File: src/rtl/pipe_pkg.sv
// pipe_pkg: shared types for the pipeline control unit.
// FSM states, scoreboard entry layout and fixed stage indices.
package pipe_pkg;

    typedef enum logic [1:0] {
        RUN,
        DRAIN,
        HALTED
    } state_t;

    // Entries carry rd at a fixed width; narrower register files zero-extend.
    localparam int REG_ADDR_MAX = 8;
    typedef logic [REG_ADDR_MAX-1:0] reg_t;

    typedef struct packed {
        logic valid;
        reg_t rd;
        logic we;
        logic halt;
    } sb_entry_t;

    localparam int IF_STG = 0;
    localparam int ID_STG = 1;

endpackage

File: src/rtl/pipe_ctl_if.sv
// pipe_ctl_if: ID-side inputs and control outputs of pipe_ctl.
// master = datapath side, slave = pipe_ctl.
interface pipe_ctl_if #(
    parameter int STAGES       = 5,
    parameter int REG_ADDR_LEN = 5,
    parameter int CNT_W        = 32
);
    logic                    id_valid;
    logic [REG_ADDR_LEN-1:0] id_rs1;
    logic [REG_ADDR_LEN-1:0] id_rs2;
    logic                    id_rs1_use;
    logic                    id_rs2_use;
    logic [REG_ADDR_LEN-1:0] id_rd;
    logic                    id_rd_we;
    logic                    id_halt;
    logic                    br_taken;

    logic                    fetch_en;
    logic                    stall;
    logic [STAGES-1:0]       flush;
    logic [STAGES-1:0]       stage_valid;
    logic                    halt;
    logic [CNT_W-1:0]        perf_cycles;
    logic [CNT_W-1:0]        perf_retired;
    logic [CNT_W-1:0]        perf_stalls;
    logic [CNT_W-1:0]        perf_flushes;

    modport master (
        output id_valid, id_rs1, id_rs2, id_rs1_use, id_rs2_use,
        output id_rd, id_rd_we, id_halt, br_taken,
        input  fetch_en, stall, flush, stage_valid, halt,
        input  perf_cycles, perf_retired, perf_stalls, perf_flushes
    );

    modport slave (
        input  id_valid, id_rs1, id_rs2, id_rs1_use, id_rs2_use,
        input  id_rd, id_rd_we, id_halt, br_taken,
        output fetch_en, stall, flush, stage_valid, halt,
        output perf_cycles, perf_retired, perf_stalls, perf_flushes
    );

endinterface

File: src/rtl/pipe_sb_entry.sv
// pipe_sb_entry: one scoreboard stage register with kill/bubble
// and a RAW match against the ID source registers.
module pipe_sb_entry
    import pipe_pkg::*;
#(
    parameter bit HAZ_EN = 1'b1
) (
    input  logic      clk,
    input  logic      rst,
    input  logic      kill,
    input  sb_entry_t in_e,
    input  reg_t      rs1,
    input  reg_t      rs2,
    input  logic      rs1_use,
    input  logic      rs2_use,
    output sb_entry_t q,
    output logic      match
);

    always_ff @(posedge clk) begin
        if (rst || kill) q <= '0;
        else             q <= in_e;
    end

    assign match = HAZ_EN && q.valid && q.we && (q.rd != '0) &&
                   ((rs1_use && (q.rd == rs1)) ||
                    (rs2_use && (q.rd == rs2)));

endmodule

File: src/rtl/pipe_ctl.sv
// pipe_ctl: stall/flush/halt control for a STAGES-deep in-order pipeline.
// Define PIPE_PERF_EN to build the perf_* counters; otherwise they read 0.
module pipe_ctl
    import pipe_pkg::*;
#(
    parameter int STAGES       = 5,
    parameter int BR_STAGE     = 2,
    parameter int REG_ADDR_LEN = 5,
    parameter int CNT_W        = 32
) (
    input logic       clk,
    input logic       rst,
    pipe_ctl_if.slave bus
);

    localparam int WB_STG = STAGES - 1;
    localparam logic [STAGES-1:0] BR_MASK =
        STAGES'((64'd1 << BR_STAGE) - 64'd1);

    state_t            state;
    state_t            state_nxt;
    logic [1:0]        fe_valid;
    sb_entry_t         sb [2:WB_STG];
    sb_entry_t         id_entry;
    logic [WB_STG:2]   hit;
    logic [STAGES-1:0] flush;
    logic [STAGES-1:0] stage_valid;
    logic              stall;
    logic              fetch_en;
    logic              load;
    logic              br;
    logic              halt_killed;
    reg_t              rs1;
    reg_t              rs2;

    assign br       = bus.br_taken;
    assign rs1      = reg_t'(bus.id_rs1);
    assign rs2      = reg_t'(bus.id_rs2);
    assign flush    = br ? BR_MASK : '0;
    assign stall    = bus.id_valid && (state == RUN) && !br && (|hit);
    assign fetch_en = (state == RUN) && !stall;
    assign load     = bus.id_valid && !stall && !flush[ID_STG] &&
                      (state == RUN);

    always_comb begin
        id_entry       = '0;
        id_entry.valid = 1'b1;
        id_entry.rd    = reg_t'(bus.id_rd);
        id_entry.we    = bus.id_rd_we;
        id_entry.halt  = bus.id_halt;
    end

    // WB is never compared: the register file is write-first.
    for (genvar s = 2; s <= WB_STG; s++) begin : g_sb
        sb_entry_t in_e;
        logic      kill;
        if (s == 2) begin : g_head
            assign in_e = id_entry;
            assign kill = !load;
        end else begin : g_tail
            assign in_e = sb[s-1];
            assign kill = flush[s-1];
        end
        pipe_sb_entry #(
            .HAZ_EN (s < WB_STG)
        ) u_entry (
            .clk     (clk),
            .rst     (rst),
            .kill    (kill),
            .in_e    (in_e),
            .rs1     (rs1),
            .rs2     (rs2),
            .rs1_use (bus.id_rs1_use),
            .rs2_use (bus.id_rs2_use),
            .q       (sb[s]),
            .match   (hit[s])
        );
    end

    always_comb begin
        halt_killed = 1'b0;
        for (int s = 2; s < BR_STAGE; s++) begin
            if (sb[s].valid && sb[s].halt) halt_killed = br;
        end
    end

    always_ff @(posedge clk) begin
        if (rst) state <= RUN;
        else     state <= state_nxt;
    end

    always_comb begin
        state_nxt = state;
        unique case (state)
            RUN: begin
                if (load && bus.id_halt) state_nxt = DRAIN;
            end
            DRAIN: begin
                if (sb[WB_STG].valid && sb[WB_STG].halt)
                    state_nxt = HALTED;
                else if (halt_killed)
                    state_nxt = RUN;
            end
            HALTED:  state_nxt = HALTED;
            default: state_nxt = RUN;
        endcase
    end

    always_ff @(posedge clk) begin
        if (rst) begin
            fe_valid <= '0;
        end else begin
            fe_valid[IF_STG] <= !flush[IF_STG] &&
                (fetch_en || (stall && fe_valid[IF_STG]));
            fe_valid[ID_STG] <= !flush[ID_STG] &&
                (stall ? fe_valid[ID_STG] : fe_valid[IF_STG]);
        end
    end

    always_comb begin
        stage_valid = '0;
        if (state != HALTED) begin
            stage_valid[1:0] = fe_valid;
            for (int s = 2; s <= WB_STG; s++) begin
                stage_valid[s] = sb[s].valid;
            end
        end
    end

    assign bus.fetch_en    = fetch_en;
    assign bus.stall       = stall;
    assign bus.flush       = flush;
    assign bus.stage_valid = stage_valid;
    assign bus.halt        = (state == HALTED);

`ifdef PIPE_PERF_EN
    logic [CNT_W-1:0] c_cycles;
    logic [CNT_W-1:0] c_retired;
    logic [CNT_W-1:0] c_stalls;
    logic [CNT_W-1:0] c_flushes;

    always_ff @(posedge clk) begin
        if (rst) begin
            c_cycles  <= '0;
            c_retired <= '0;
            c_stalls  <= '0;
            c_flushes <= '0;
        end else if (state != HALTED) begin
            c_cycles <= c_cycles + CNT_W'(1);
            if (sb[WB_STG].valid) c_retired <= c_retired + CNT_W'(1);
            if (stall)            c_stalls  <= c_stalls + CNT_W'(1);
            if (br)               c_flushes <= c_flushes + CNT_W'(1);
        end
    end

    assign bus.perf_cycles  = c_cycles;
    assign bus.perf_retired = c_retired;
    assign bus.perf_stalls  = c_stalls;
    assign bus.perf_flushes = c_flushes;
`else
    assign bus.perf_cycles  = '0;
    assign bus.perf_retired = '0;
    assign bus.perf_stalls  = '0;
    assign bus.perf_flushes = '0;
`endif

endmodule

File: src/flat_wrapper.sv
// flat-port wrapper written by rule: the top's interface ports become plain ports
module pipe_ctl_flat import pipe_pkg::*;
#(
    parameter int STAGES       = 5,
    parameter int BR_STAGE     = 2,
    parameter int REG_ADDR_LEN = 5,
    parameter int CNT_W        = 32
)
  (clk, rst, bus_id_valid, bus_id_rs1, bus_id_rs2, bus_id_rs1_use, bus_id_rs2_use, bus_id_rd, bus_id_rd_we, bus_id_halt, bus_br_taken, bus_fetch_en, bus_stall, bus_flush, bus_stage_valid, bus_halt, bus_perf_cycles, bus_perf_retired, bus_perf_stalls, bus_perf_flushes);
  pipe_ctl_if #(.STAGES(STAGES), .REG_ADDR_LEN(REG_ADDR_LEN), .CNT_W(CNT_W)) bus_i ();
  input logic clk;
  input logic rst;
  input wire logic [$bits(bus_i.id_valid)-1:0] bus_id_valid;
  input wire logic [$bits(bus_i.id_rs1)-1:0] bus_id_rs1;
  input wire logic [$bits(bus_i.id_rs2)-1:0] bus_id_rs2;
  input wire logic [$bits(bus_i.id_rs1_use)-1:0] bus_id_rs1_use;
  input wire logic [$bits(bus_i.id_rs2_use)-1:0] bus_id_rs2_use;
  input wire logic [$bits(bus_i.id_rd)-1:0] bus_id_rd;
  input wire logic [$bits(bus_i.id_rd_we)-1:0] bus_id_rd_we;
  input wire logic [$bits(bus_i.id_halt)-1:0] bus_id_halt;
  input wire logic [$bits(bus_i.br_taken)-1:0] bus_br_taken;
  output wire logic [$bits(bus_i.fetch_en)-1:0] bus_fetch_en;
  output wire logic [$bits(bus_i.stall)-1:0] bus_stall;
  output wire logic [$bits(bus_i.flush)-1:0] bus_flush;
  output wire logic [$bits(bus_i.stage_valid)-1:0] bus_stage_valid;
  output wire logic [$bits(bus_i.halt)-1:0] bus_halt;
  output wire logic [$bits(bus_i.perf_cycles)-1:0] bus_perf_cycles;
  output wire logic [$bits(bus_i.perf_retired)-1:0] bus_perf_retired;
  output wire logic [$bits(bus_i.perf_stalls)-1:0] bus_perf_stalls;
  output wire logic [$bits(bus_i.perf_flushes)-1:0] bus_perf_flushes;
  assign bus_i.id_valid = bus_id_valid;
  assign bus_i.id_rs1 = bus_id_rs1;
  assign bus_i.id_rs2 = bus_id_rs2;
  assign bus_i.id_rs1_use = bus_id_rs1_use;
  assign bus_i.id_rs2_use = bus_id_rs2_use;
  assign bus_i.id_rd = bus_id_rd;
  assign bus_i.id_rd_we = bus_id_rd_we;
  assign bus_i.id_halt = bus_id_halt;
  assign bus_i.br_taken = bus_br_taken;
  assign bus_fetch_en = bus_i.fetch_en;
  assign bus_stall = bus_i.stall;
  assign bus_flush = bus_i.flush;
  assign bus_stage_valid = bus_i.stage_valid;
  assign bus_halt = bus_i.halt;
  assign bus_perf_cycles = bus_i.perf_cycles;
  assign bus_perf_retired = bus_i.perf_retired;
  assign bus_perf_stalls = bus_i.perf_stalls;
  assign bus_perf_flushes = bus_i.perf_flushes;
  pipe_ctl #(.STAGES(STAGES), .BR_STAGE(BR_STAGE), .REG_ADDR_LEN(REG_ADDR_LEN), .CNT_W(CNT_W)) u_core (.clk(clk), .rst(rst), .bus(bus_i));
endmodule
File: config.mk
export PLATFORM = sky130hd
export DESIGN_NAME = pipe_ctl_flat
export DESIGN_NICKNAME = d
export VERILOG_FILES = /design/src/rtl/pipe_pkg.sv /design/src/rtl/pipe_ctl_if.sv /design/src/rtl/pipe_sb_entry.sv /design/src/rtl/pipe_ctl.sv /design/src/flat_wrapper.sv
export SDC_FILE = /design/constraint.sdc
export NUM_CORES = 1
export LEC_CHECK = 0
export BUFFER_PORTS_ARGS = -buffer_cell sky130_fd_sc_hd__buf_2
export CAP_MARGIN = 20
export CORE_MARGIN = 2
export CORE_UTILIZATION = 41
export CTS_BUF_LIST = sky130_fd_sc_hd__clkbuf_2 sky130_fd_sc_hd__clkbuf_4 sky130_fd_sc_hd__clkbuf_8
export CTS_CLUSTER_DIAMETER = 60
export DETAILED_ROUTE_END_ITERATION = 16
export PLACE_DENSITY_LB_ADDON = 0.1
export REMOVE_ABC_BUFFERS = 1
export SLEW_MARGIN = 20
export SYNTH_ARGS = -nofsm -noshare
export SYNTH_HDL_FRONTEND = slang
export SYNTH_SLANG_ARGS = --single-unit
File: constraint.sdc
create_clock -name clk -period 1.84 [get_ports clk]
set_input_delay 0.092 -clock clk [delete_from_list [all_inputs] [get_ports clk]]
set_output_delay 0.092 -clock clk [all_outputs]
set_load 0.005 [all_outputs]
==> results_dict.tcl <==
set metrics [dict create \
    period_minus_slack_ns 1.97 \
    core_region_area_um2 4820 \
    timing.fmax_mhz 508 \
    cts_tree "yes" \
    commonest_cells_after_routing_fill_and_taps_aside "conb_1 (131), buf_2 (32), xnor2_1 (20), dfxtp_1 (18), nor2b_1 (16)" \
    reg2reg_slack_ns -0.02 \
    worstHoldPathType "in -> reg" \
    timing.critical_path.buf_inv 1 \
    grt_start_max_net_pins 19 \
    ctsRootBufferMaster "clkbuf_8" \
    setup.worst_path.class "reg -> out" \
    die-area_um2 5680 \
    final_area_um2 1920 \
    layout.cells.most_common "conb_1" \
    grt_first_pass_wirelength_mm 4.41 \
    syn_inst 243 \
    route.detailed.drc 0 \
    setup.worst_path.start_class "flop" \
    async_flop_share_pct 0 \
    dp_hpwl_mm 2.80 \
    cpMaxStageDelayCell "or3_1" \
    finalWirelength_mm 3.24 \
    end_kind "output port" \
    starting_utilization_of_the_core_area_pct 43.4 \
    clock-sinks 22 \
    fp.dieW_um 75.4 \
    maxSlewViolCount 0 \
    leakage_nw 1.00 \
    power.density_cell_area_nw_per_um2 551 \
    required_ns 1.75 \
    rd_place_congestion 0.818 \
    crit_chain "or3_1 -> o311a_1 -> a22oi_2 -> nor2_4 -> nor2b_1 -> buf_2" \
    dieHeight_um 75.4 \
    nNetsFinal 306 \
    yosys.area.top_type "buf_4" \
    syn_avg_cell_area_um2 8.59 \
    clock_latency_of_the_later_clocked_register_in_the_worst_skew_pair_ns 0.26 \
    failed_checks "setup timing" \
    ys.warnings.count 0 \
    cp_top_family "compound AO/OA/AOI/OAI gates" \
    status "finished, violations left" \
    ys_seq_elements 22 \
    combined_global_route_utilization_of_all_metal_layers_pct 10.3 \
    fin_worst_hold_slack_ns 0.0606 \
    antenna_found_initial 0 \
    peakVddDrop_uv 273 \
    globalRouteOverflowTotal 0 \
    synthFlopType "dfxtp_1" \
    number_of_enable_type_register_cells_in_the_synthesized_netlist 0 \
    timing.max_cap.violations 0 \
    setup_ws_ns -0.127 \
    post-route-period-util_pct 107 \
    vias_per_cell 3.37 \
    routed-via-count 1165 \
    post_cts_hold_buffer_count 0 \
    route.detailed.wl_per_inst_um 9.37 \
    drive_gt1_share_pct 19.7 \
    area_growth_pct -8.09 \
    drtAntennaViolNets 0 \
    timing.final.hold_violations 0 \
    placed_area_um2 1830 \
    post_synth_main_area_contributors "buf_4 (48%), dfxtp_1 (21%), xnor2_1 (8.4%), nor2b_1 (4.8%), nor3b_2 (4.2%)" \
    fin_cells 346 \
    io_buffers 32 \
    synth-seq-area-share_pct 21.1 \
    placementRows 25 \
    num_io_pins 164 \
    vias_in_the_first_global_route 922 \
    antenna-diode-count 0 \
    drt_first_pass_iters 4 \
    unrepaired_setup_endpoints_after_global_routing "true" \
    cts_made_buffers 3 \
    num-fill-cells 503 \
    syn_area_um2 2090 \
    buffer_levels_on_the_longest_clock_path 2 \
    placed_cells_incl_taps 339 \
    finalSetupViolations 4 \
    distinct_cell_type_count_of_the_synthesized_netlist 28 \
    cp_max_fo 4 \
    finalClockSkew_ns 0.00103 \
    synth_top_area_share_pct 47.8 \
    ctsHtreeMaxLevel 1 \
    critPathArrivalTime_ns 1.87 \
    clkTransAtPathRegs_ns 0.08 \
    slowest_delay_ns 0.37 \
    first_iter_violations 13 \
]
## where the power goes
group          switching (W)  leakage (nW)  internal, W
Clock               0.000161        0.0288     0.000191
Sequential         0.0000104         0.181     0.000490
Combinational       0.000132         0.792    0.0000734
## cell usage after synthesis (2+ instances only)
cell type	instances
buf_4	133
dfxtp_1	22
xnor2_1	20
nor2b_1	16
nand2_1	8
nor3b_2	7
nor2_1	6
nand4_1	4
ha_1	3
inv_1	2
mux2i_1	2
o22ai_1	2
o311a_1	2
or3_1	2
## kinds of logic (layout without fill, tap and decap cells)
kind of cell | count (synthesis) | after routing | synth area share, %
AO/OA/AOI/OAI | 9 | 9 | 3.35
flip-flops | 22 | 22 | 21.1
buffers and inverters | 138 | 44 | 49.1
multiplexers | 2 | 2 | 0.959
adder cells (fa/ha/maj) | 3 | 3 | 1.80
XOR/XNOR | 20 | 20 | 8.39
other | 1 | 131 | 0.180
AND/OR/NAND/NOR | 48 | 48 | 15.2
## routing by layer
metal / global-route usage, % / vias to the layer above / part of all wire [%]
li1: - / 573 / -
met3: 2.38 / 5 / 8.0
met2: 16.1 / 71 / 52
met5: 0 / - / 0
met4: 4.09 / 0 / 1.4
met1: 13.8 / 516 / 39
## sequential cells by signal, indices dropped and copies added, names as in the netlist
| name | flops |
|---|---|
| u_core.g_sb.u_entry.q | 18 |
| u_core.fe_valid | 2 |
| u_core.state | 2 |
## metrics by stage
stage,TNS [ns],worst slack [ns],utilization (%),total power [W]
after global routing,-0.666,-0.226,39.8,0.00113
after detailed placement,0,0.0764,37.9,0.000707
final,-0.185,-0.127,39.8,0.00106
after floorplan,0,0.118,-,0.000638
after global placement,0,0.109,37.9,0.000708
after CTS,-0.161,-0.132,39.6,0.00106
## worst register-to-register path, delay by kind of cell, from the launching register on
| family | cells | cell delay [ns] |
|---|---|---|
| buffers and inverters | 2 | 0.27 |
| flip-flops | 1 | 0.32 |
| multiplexers | 1 | 0.11 |
| AO/OA/AOI/OAI | 2 | 0.63 |
| AND/OR/NAND/NOR | 2 | 0.43 |
## layout make-up
type                    count  area, um^2  share of cell area [%]
inverters                   2        7.51                   0.391
repair buffers             38         209                    10.9
well taps                  67        83.8                    4.37
multi-input cells         213        1120                    58.3
clock buffers               4        55.1                    2.87
flip-flops and latches     22         445                    23.2
## final timing paths
path / from / to / cells past startpoint
setup / recovery: u_core.g_sb[2].u_entry.q[2]$_SDFF_PN0_ / bus_fetch_en / 6
hold / removal: bus_id_rd[1] / u_core.g_sb[2].u_entry.q[3]$_SDFF_PN0_ / 2
setup reg to reg: u_core.g_sb[2].u_entry.q[2]$_SDFF_PN0_ / u_core.fe_valid[1]$_SDFF_PP0_ / 7
hold reg to reg: u_core.g_sb[2].u_entry.q[0]$_SDFF_PN0_ / u_core.g_sb[3].u_entry.q[0]$_SDFF_PP0_ / 1
## timing repair
action	CTS	global route
pin swaps	2	8
setup endpoints to repair	2	9
resized for setup	4	3
buffers inserted	2	1
gates cloned	0	0
No activity file was read; power rests on OpenSTA's default activity.
